<file path="src/rtl/cache_line_fill_ctrl_pkg.sv">
// ============================================================================
// cache_pkg : shared types and constants for the cache line-fill controller
// Rev 1.0
// ============================================================================
`default_nettype none

package cache_pkg;

  localparam int DEF_ADDR_W = 16;
  localparam int DEF_DATA_W = 16;
  localparam int DEF_WORDS  = 8;

  typedef enum logic [1:0] {
    IDLE  = 2'd0,
    ISSUE = 2'd1,
    WAIT  = 2'd2
  } fill_state_t;

  // Ceiling log2, usable in constant expressions; clog2(1) == 0.
  function automatic int clog2(input int value);
    int result;
    int v;
    result = 0;
    v      = value - 1;
    while (v > 0) begin
      result = result + 1;
      v      = v >> 1;
    end
    return result;
  endfunction

endpackage

`default_nettype wire

</file>
<file path="src/rtl/cache_line_fill_ctrl_line_word_counter.sv">
// ============================================================================
// line_word_counter : counts words of a line, reports wrapped offset and end
// Rev 1.0
// ============================================================================
`default_nettype none

module line_word_counter
  import cache_pkg::*;
#(
  parameter  int WORDS = DEF_WORDS,
  localparam int OFF_W = clog2(WORDS)
) (
  input  logic             clk,
  input  logic             rst,
  input  logic             clear,
  input  logic             enable,
  input  logic [OFF_W-1:0] start_off,
  output logic [OFF_W-1:0] off,
  output logic             done,
  output logic             last
);

  localparam int CNT_W = OFF_W + 1;

  // One extra bit so that a full count of WORDS is distinguishable from 0.
  logic [CNT_W-1:0] count;

  always_ff @(posedge clk) begin
    if (rst || clear) begin
      count <= '0;
    end else if (enable && !done) begin
      count <= count + CNT_W'(1);
    end
  end

  assign off  = start_off + count[OFF_W-1:0];
  assign done = (count == CNT_W'(WORDS));
  assign last = (count == CNT_W'(WORDS - 1));

endmodule

`default_nettype wire

</file>
<file path="src/rtl/cache_line_fill_ctrl.sv">
// ============================================================================
// cache_line_fill_ctrl : cache-miss line-fill controller (issue, fill, commit)
// Optional critical-word-first ordering when CACHE_FILL_CWF_EN is defined.
// Rev 1.0
// ============================================================================
`default_nettype none

module cache_line_fill_ctrl
  import cache_pkg::*;
#(
  parameter  int ADDR_W = DEF_ADDR_W,
  parameter  int DATA_W = DEF_DATA_W,
  parameter  int WORDS  = DEF_WORDS,
  localparam int OFF_W  = clog2(WORDS),
  localparam int BYTE_W = clog2(DATA_W / 8)
) (
  input  logic              clk,
  input  logic              rst,
  input  logic              miss_detected,
  input  logic [ADDR_W-1:0] miss_address,
  input  logic              mem_grant,
  input  logic              mem_data_valid,
  input  logic [DATA_W-1:0] mem_data,
  output logic              fsm_busy,
  output logic              mem_req,
  output logic [ADDR_W-1:0] mem_address,
  output logic              write_data_array,
  output logic [DATA_W-1:0] cache_array_data,
  output logic [OFF_W-1:0]  cache_word,
  output logic              write_tag_array,
  output logic              write_valid_bit,
  output logic              critical_word_valid
);

  localparam int LINE_W = ADDR_W - OFF_W - BYTE_W;

  fill_state_t       state;
  fill_state_t       state_next;
  logic [LINE_W-1:0] line_q;
  logic [OFF_W-1:0]  start_off_q;
  logic [OFF_W-1:0]  start_off_d;
  logic              miss_accept;

  logic              issue_en;
  logic [OFF_W-1:0]  issue_off;
  logic              issue_done;
  logic              issue_last;
  logic              fill_en;
  logic [OFF_W-1:0]  fill_off;
  logic              fill_done;
  logic              fill_last;

  // Byte-offset bits (and word-offset bits in linear mode) carry no meaning here.
  logic              unused_miss_bits;
  assign unused_miss_bits = ^miss_address;

`ifdef CACHE_FILL_CWF_EN
  assign start_off_d = miss_address[OFF_W+BYTE_W-1:BYTE_W];
`else
  assign start_off_d = '0;
`endif

  always_ff @(posedge clk) begin
    if (rst) begin
      state       <= IDLE;
      line_q      <= '0;
      start_off_q <= '0;
    end else begin
      state <= state_next;
      if (miss_accept) begin
        line_q      <= miss_address[ADDR_W-1:OFF_W+BYTE_W];
        start_off_q <= start_off_d;
      end
    end
  end

  always_comb begin
    state_next          = state;
    miss_accept         = 1'b0;
    mem_req             = 1'b0;
    write_data_array    = 1'b0;
    write_tag_array     = 1'b0;
    write_valid_bit     = 1'b0;
    critical_word_valid = 1'b0;
    cache_array_data    = '0;
    cache_word          = '0;

    case (state)
      IDLE: begin
        if (miss_detected) begin
          miss_accept = 1'b1;
          state_next  = ISSUE;
        end
      end
      ISSUE: begin
        mem_req = !issue_done;
        if (mem_req && mem_grant && issue_last) begin
          state_next = WAIT;
        end
      end
      WAIT: begin
        mem_req = 1'b0;
      end
      default: begin
        state_next = IDLE;
      end
    endcase

    // Returns are accepted in ISSUE and WAIT alike; the last one commits the line
    // and wins over any ISSUE->WAIT transition computed above.
    if (state != IDLE && mem_data_valid && !fill_done) begin
      write_data_array    = 1'b1;
      cache_array_data    = mem_data;
      cache_word          = fill_off;
      critical_word_valid = (fill_off == start_off_q);
      if (fill_last) begin
        write_tag_array = 1'b1;
        write_valid_bit = 1'b1;
        state_next      = IDLE;
      end
    end

    // A reset cycle must never commit a partial line or launch a request.
    if (rst) begin
      mem_req             = 1'b0;
      write_data_array    = 1'b0;
      write_tag_array     = 1'b0;
      write_valid_bit     = 1'b0;
      critical_word_valid = 1'b0;
      cache_array_data    = '0;
      cache_word          = '0;
    end
  end

  assign issue_en    = mem_req && mem_grant;
  assign fill_en     = write_data_array;
  assign fsm_busy    = (state != IDLE);
  assign mem_address = ADDR_W'({line_q, issue_off}) << BYTE_W;

  line_word_counter #(
    .WORDS     (WORDS)
  ) u_issue_cnt (
    .clk       (clk),
    .rst       (rst),
    .clear     (miss_accept),
    .enable    (issue_en),
    .start_off (start_off_q),
    .off       (issue_off),
    .done      (issue_done),
    .last      (issue_last)
  );

  line_word_counter #(
    .WORDS     (WORDS)
  ) u_fill_cnt (
    .clk       (clk),
    .rst       (rst),
    .clear     (miss_accept),
    .enable    (fill_en),
    .start_off (start_off_q),
    .off       (fill_off),
    .done      (fill_done),
    .last      (fill_last)
  );

endmodule

`default_nettype wire

</file>
<file path="config.mk">
export PLATFORM = sky130hd
export DESIGN_NAME = cache_line_fill_ctrl
export DESIGN_NICKNAME = d
export VERILOG_FILES = /design/src/rtl/cache_line_fill_ctrl_pkg.sv /design/src/rtl/cache_line_fill_ctrl_line_word_counter.sv /design/src/rtl/cache_line_fill_ctrl.sv
export SDC_FILE = /design/constraint.sdc
export NUM_CORES = 1
export LEC_CHECK = 0
export ABC_AREA = 1
export BUFFER_PORTS_ARGS = -buffer_cell sky130_fd_sc_hd__buf_4
export CORE_ASPECT_RATIO = 0.75
export CORE_MARGIN = 5
export CORE_UTILIZATION = 45
export CTS_CLUSTER_DIAMETER = 200
export DETAILED_ROUTE_END_ITERATION = 8
export GPL_TIMING_DRIVEN = 0
export HOLD_SLACK_MARGIN = 0.08
export MAX_ROUTING_LAYER = met4
export PLACE_DENSITY_LB_ADDON = 0.12
export SLEW_MARGIN = 15
export SYNTH_ARGS = -nofsm -noshare
export SYNTH_HDL_FRONTEND = slang
export SYNTH_SLANG_ARGS = --single-unit
</file>
<file path="constraint.sdc">
create_clock -name clk -period 2.6 [get_ports clk]
set_input_delay 0.78 -clock clk [delete_from_list [all_inputs] [get_ports clk]]
set_output_delay 0.78 -clock clk [all_outputs]
set_load 0.02 [all_outputs]
</file>
==> results of run 1 <==
sequential cells by signal (all words and copies together) (netlist names):
register,cells
u_issue_cnt.count,4
state,2
u_fill_cnt.count,4
line_q,12
area by class of cell:
type | count | area, um2 | share of cell area
Timing Repair Buffer | 72 | 541 | 0.272
Sequential cell | 22 | 443 | 0.223
Inverter | 34 | 130 | 0.0654
Clock inverter | 1 | 30.0 | 0.0151
Multi-Input combinational cell | 123 | 669 | 0.337
Clock buffer | 3 | 41.3 | 0.0208
Tap cell | 38 | 47.5 | 0.0239
Buffer | 10 | 86.3 | 0.0434
report_power, final:
part / switching, uW / internal [uW] / total [uW]
logic: 109 / 93.9 / 202
registers: 11.3 / 355 / 367
clock network: 110 / 206 / 316
total: 230 / 655 / 885
cell families (layout without fill, tap and decap cells):
group | count (synthesis) | after routing | synth area share
buffers and inverters | 44 | 120 | 0.164
other | 1 | 1 | 0.00285
AND/OR/NAND/NOR | 94 | 94 | 0.369
AO/OA/AOI/OAI | 24 | 24 | 0.0913
flip-flops | 22 | 22 | 0.335
adder cells (fa/ha/maj) | 4 | 4 | 0.0380
worst paths after layout:
| check | startpoint | endpoint | cells past startpoint |
|---|---|---|---|
| hold reg to reg | line_q[10] | line_q[10] | 2 |
| setup / recovery | mem_data_valid | write_valid_bit | 9 |
| setup reg to reg | u_issue_cnt.count[0] | u_issue_cnt.count[2] | 7 |
| hold / removal | line_q[10] | line_q[10] | 2 |
metal layers:
layer / GRT usage / up-vias
met1: 0.204 / 581
met4: 0.0263 / 0
li1: - / 719
met2: 0.250 / 39
met3: 0.0501 / 5
met5: - / -
per-stage QoR:
| stage | instances | setup TNS (ns) | hold WS (ns) |
|---|---|---|---|
| finish | 303 | 0 | 0.484 |
| global route | 303 | -0.00231 | 0.520 |
| CTS | 303 | 0 | 0.492 |
| detailed placement | 299 | 0 | 0.473 |
| global placement | 299 | 0 | 0.463 |
| floorplan | 189 | 0 | 0.470 |
cells in the final DEF, fill, tap and decap left out, types with 2 or more instances in the layout:
cell type,synthesis,layout
inv_2,3,3
nand4_1,2,2
nand3_1,12,11
dfxtp_2,0,2
nor2_1,33,32
a21oi_1,9,9
o21ai_0,11,11
nor2_2,18,19
inv_1,30,30
nand2_1,19,19
nor2_4,6,6
nand3_2,2,3
dfxtp_1,22,20
o21ai_1,4,4
buf_4,5,77
buf_6,4,4
clkbuf_8,0,3
ha_1,4,3
worst max-delay path, stage by stage:
cell and delay, ns:
buf_4 0.08, inv_1 0.05, nor2_4 0.11, nand2_1 0.08, nor2_1 0.09, nand2_1 0.08, nor2_2 0.16, buf_4 0.12
buf_4 0.12
==> results.sh, run 1 <==
export IMPL_status="finished, final reports clean"
export IMPL_min_path_type="flop to flop"
export IMPL_max_cap_violations=0
export IMPL_fp_dieArea_um2=4120
export IMPL_p_leak_uw=0.00101
export IMPL_vias_per_cell=4.44
export IMPL_setup_ws_ns=0.135
export IMPL_grt_pass1_vias=1204
export IMPL_place_ws_ns=0.121
export IMPL_synthesis_nets=230
export IMPL_setup_viol=0
export IMPL_cts_buffers=3
export IMPL_fp_row_count=17
export IMPL_maxUsedRoutingLayer="met4"
export IMPL_post_dp_cell_area_um2=1900
export IMPL_path_max_fanout=3
export IMPL_drc=0
export IMPL_syn_cell_area_um2=1320
export IMPL_fin_worst_skew_ns=0.00372
export IMPL_yosys_warnings=0
export IMPL_cp_start_kind="input port"
export IMPL_coreArea_um2=2870
export IMPL_die_x_um=72.5
export IMPL_grt_overflow_total=0
export IMPL_fillers=287
export IMPL_drv_slew=0
export IMPL_cts_tree="built"
export IMPL_fmax_ghz=0.406
export IMPL_portBuffers=72
export IMPL_post_cts_buffers=0
export IMPL_drive_gt1_frac=0.460
export IMPL_antenna_found_initial=0
export IMPL_place_congestion=0.861
export IMPL_totalWireLength_um=3200
export IMPL_clk_pin_slew_ns=0.08
export IMPL_antenna_left=0
export IMPL_first_pass_iters=4
export IMPL_clock_sinks=22
export IMPL_clk_latency_ns=0.26
export IMPL_vias=1344
export IMPL_synth_seq_cells=22
export IMPL_critPathCaptureType="primary output"
export IMPL_wire_per_inst_um=10.5
export IMPL_dpl_hpwl_um=2580
export IMPL_max_vdd_ir_drop_v=0.000407
export IMPL_synthTopCellsByArea="dfxtp_1, nor2_1, inv_1"
export IMPL_wl_met1_um=1480
export IMPL_grt_usage=0.160
export IMPL_synth_edff_count=0
export IMPL_met3WireLength_um=210
export IMPL_postCtsResizedCells=0
export IMPL_period_share=0.948
export IMPL_yosys_cell_count_top_type="nor2_1"
export IMPL_diodes=0
export IMPL_critPathKind="input port to primary output"
export IMPL_syn_avg_cell_area_um2=6.96
export IMPL_finalPower_uw=885
export IMPL_synth_commonest_cells="nor2_1, inv_1, dfxtp_1"
export IMPL_regToRegSetupSlack_ns=1.26
export IMPL_synthCells=189
export IMPL_start_util=0.458
export IMPL_clock_path_buffers=2
export IMPL_crit_required_ns=1.82
export IMPL_nets=307
export IMPL_period_minus_slack_ns=2.46
export IMPL_synth_top_area_frac=0.335
export IMPL_h_tree_depth=1
export IMPL_cts_root_buf="clkbuf_8"
export IMPL_syn_to_final_growth_pct=51.0
export IMPL_synth_ff_type="dfxtp_1"
export IMPL_netlist_top_cell_by_area="dfxtp_1"
export IMPL_async_reset_ff_frac=0
export IMPL_dieHeight_um=56.8
export IMPL_hold_viol=0
export IMPL_finalInstanceArea_um2=1990
export IMPL_drt_initial_drc_count=55
export IMPL_ys_types=21
export IMPL_grt_max_degree=14
export IMPL_ys_seq_area_frac=0.335
export IMPL_grt_first_pass_wirelength_um=5180
export IMPL_met2WireLength_um=1490
export IMPL_cp_arrival_ns=1.68
export IMPL_postLayoutCoreUtil=0.692
export IMPL_num_io_pins=78
export IMPL_ctsHoldBuffers=0
export IMPL_power_density_nw_per_um2=445
Power figures use the tool's default switching activity.
==> run 2: changes to the inputs <==
--- a/config.mk
+++ b/config.mk
@@ -5,7 +5,6 @@
 export SDC_FILE = /design/constraint.sdc
 export NUM_CORES = 1
 export LEC_CHECK = 0
-export ABC_AREA = 1
 export BUFFER_PORTS_ARGS = -buffer_cell sky130_fd_sc_hd__buf_4
 export CORE_ASPECT_RATIO = 0.75
 export CORE_MARGIN = 5
@@ -15,7 +14,7 @@
 export GPL_TIMING_DRIVEN = 0
 export HOLD_SLACK_MARGIN = 0.08
 export MAX_ROUTING_LAYER = met4
-export PLACE_DENSITY_LB_ADDON = 0.12
+export PLACE_DENSITY = 0.84
 export SLEW_MARGIN = 15
 export SYNTH_ARGS = -nofsm -noshare
 export SYNTH_HDL_FRONTEND = slang
==> results.sh, run 2 <==
export IMPL_drv_slew=0
export IMPL_synth_seq_cells=22
export IMPL_netlist_top_cell_by_area="dfxtp_1"
export IMPL_p_int_uw=542
export IMPL_cts_buffers=3
export IMPL_clock_path_buffers=2
export IMPL_antenna_left=0
export IMPL_period_minus_slack_ns=2.53
export IMPL_ys_types=37
export IMPL_yosys_cell_count_top_type="nand2_1"
export IMPL_hold_viol=0
export IMPL_status="finished, final reports clean"
export IMPL_layout_common_cells="buf_4, nand2_1, dfxtp_1, a21oi_1, and2_1"
export IMPL_coreArea_um2=2640
export IMPL_p_leak_uw=0.000925
export IMPL_grt_usage=0.179
export IMPL_grtUsageMet3=0.0379
export IMPL_whs_ns=0.458
export IMPL_worst_path_max_delay_cell="nor4_2"
export IMPL_synthesis_nets=195
export IMPL_top_register="line_q"
export IMPL_synth_edff_count=0
export IMPL_drive_gt1_frac=0.435
export IMPL_max_cap_violations=0
export IMPL_first_pass_iters=4
export IMPL_place_ws_ns=-0.00155
export IMPL_num_io_pins=78
export IMPL_place_congestion=0.791
export IMPL_p_sw_frac=0.265
export IMPL_period_share=0.972
export IMPL_finalNonFillerCells=268
export IMPL_use_met2=0.320
export IMPL_top_usage_layer="met2"
export IMPL_synth_top_area_frac=0.351
export IMPL_vias_per_cell=4.94
export IMPL_syn_cell_area_um2=1250
export IMPL_postLayoutCoreUtil=0.727
export IMPL_final_common_cell="buf_4"
export IMPL_power_density_nw_per_um2=384
export IMPL_clk_pin_slew_ns=0.07
export IMPL_multiInputGateArea_um2=703
export IMPL_dieHeight_um=55.7
export IMPL_synth_ff_type="dfxtp_1"
export IMPL_grt_max_degree=12
export IMPL_drc=0
export IMPL_dpl_hpwl_um=2960
export IMPL_async_reset_ff_frac=0
export IMPL_crit_family="buffers and inverters"
export IMPL_seqPwrFrac=0.486
export IMPL_syn_to_final_growth_pct=53.0
export IMPL_synthTopCellsByArea="dfxtp_1, nand2_1, and2_1"
export IMPL_critPathCaptureType="primary output"
export IMPL_fp_row_count=16
export IMPL_p_sw_uw=196
export IMPL_h_tree_depth=1
export IMPL_crit_path_frequent_cell="buf_4"
export IMPL_clkPwrFrac=0.273
export IMPL_fp_dieArea_um2=3960
export IMPL_vias=1324
export IMPL_die_x_um=71.0
export IMPL_grt_overflow_total=0
export IMPL_top_regs="line_q: 12 flops, u_fill_cnt.count: 4 flops, u_issue_cnt.count: 4 flops"
export IMPL_max_vdd_ir_drop_v=0.000371
export IMPL_syn_avg_cell_area_um2=8.15
export IMPL_setup_viol=0
export IMPL_antenna_found_initial=0
export IMPL_final_setup_tns_ns=0
export IMPL_cp_slowest_stage_delay_ns=0.35
export IMPL_grtUsageMet1=0.209
export IMPL_totalWireLength_um=3740
export IMPL_clock_sinks=22
export IMPL_fin_worst_skew_ns=0.00193
export IMPL_path_max_fanout=10
export IMPL_portBuffers=72
export IMPL_wire_per_inst_um=14.0
export IMPL_share_comb_of_total_power=0.241
export IMPL_cp_arrival_ns=1.75
export IMPL_setup_ws_ns=0.0733
export IMPL_ys_seq_area_frac=0.351
export IMPL_dp_cells=262
export IMPL_grt_first_pass_wirelength_um=5800
export IMPL_critPathKind="input port to primary output"
export IMPL_start_util=0.475
export IMPL_synthCells=154
export IMPL_cp_buffers_inverters=4
export IMPL_yosys_warnings=0
export IMPL_worstPathCellList="buf_4 > buf_2 > nor4_2 > buf_4 > buf_4"
export IMPL_grt_pass1_vias=1254
export IMPL_diodes=0
export IMPL_fmax_ghz=0.396
export IMPL_clk_latency_ns=0.25
export IMPL_fillers=221
export IMPL_largest_reg_flops=12
export IMPL_synth_commonest_cells="nand2_1, dfxtp_1, a21oi_1"
export IMPL_drt_initial_drc_count=33
export IMPL_crit_required_ns=1.82
export IMPL_min_path_type="flop to flop"
export IMPL_seqCellArea_um2=443
export IMPL_nets=275
export IMPL_cts_root_buf="clkbuf_8"
export IMPL_cts_tree="built"
export IMPL_cp_start_kind="input port"
## run 2: cell count changes in the layout (fill, tap and decap cells not counted), sizes merged, moves of 4 or more
cell,change
nor2,-57
nand2,+6
o21ai,-9
nor3,+4
nand3,-7
and2,+16
buf,+5
a21oi,+9
inv,-27
## run 2: worst register-to-register path, stage by stage, from the launching register on
cell,delay [ns]
dfxtp_2,0.36
inv_1,0.06
ha_1,0.20
and3b_4,0.21
or4_1,0.40
a21oi_1,0.15
## run 2: cell type report
cell class                 instances  area share
buffer                            13      0.0508
clock buffer                       3      0.0215
inverter                           7      0.0137
multi-input combinational        112       0.366
sequential                        22       0.231
tap                               36      0.0235
timing repair buffer              75       0.294
## run 2: through the flow
step	cell area, um2	power, uW
6_report	1920	737
5_1_grt	1920	770
4_1_cts	1900	739
3_5_place_dp	1850	539
3_3_place_gp	1850	533
2_1_floorplan	1260	455
## run 2: power by group through the flow
stage / registers, uW / clock network [uW] / logic, uW
6_report: 358 / 201 / 178
4_1_cts: 358 / 206 / 175
3_3_place_gp: 365 / 0 / 168
3_5_place_dp: 366 / 0 / 173
5_1_grt: 360 / 218 / 192
2_1_floorplan: 379 / 0 / 75.9
## run 2: what timing repair did
| action | CTS | global route |
|---|---|---|
| cloned | 0 | 1 |
| hold buffers | 0 | 0 |
| resized for setup | 1 | 4 |
| setup endpoints to repair | 9 | 17 |
| pin swaps | 1 | 1 |
| buffers inserted | 1 | 1 |
## run 2: kinds of logic after synthesis
| family | synth area share |
|---|---|
| AO/OA/AOI/OAI | 0.118 |
| adder cells (fa/ha/maj) | 0.0399 |
| buffers and inverters | 0.0937 |
| flip-flops | 0.351 |
| multiplexers | 0.0239 |
| other | 0.00299 |
| AND/OR/NAND/NOR | 0.371 |
## run 2: worst paths after layout
check	startpoint	end	slack (ns)	cells past startpoint
setup / recovery	rst	write_valid_bit	0.07	5
hold reg to reg	line_q[6]	line_q[6]	0.46	2
setup reg to reg	u_fill_cnt.count[1]	u_fill_cnt.count[2]	1.16	5
hold / removal	line_q[6]	line_q[6]	0.46	2
## run 2: metal layers
layer / share of wire / vias up / wire length, um
li1: - / 673 / -
met1: 0.42 / 625 / 1590
met2: 0.53 / 22 / 1970
met3: 0.040 / 4 / 151
met4: 0.0091 / 0 / 34
met5: 0 / - / 0
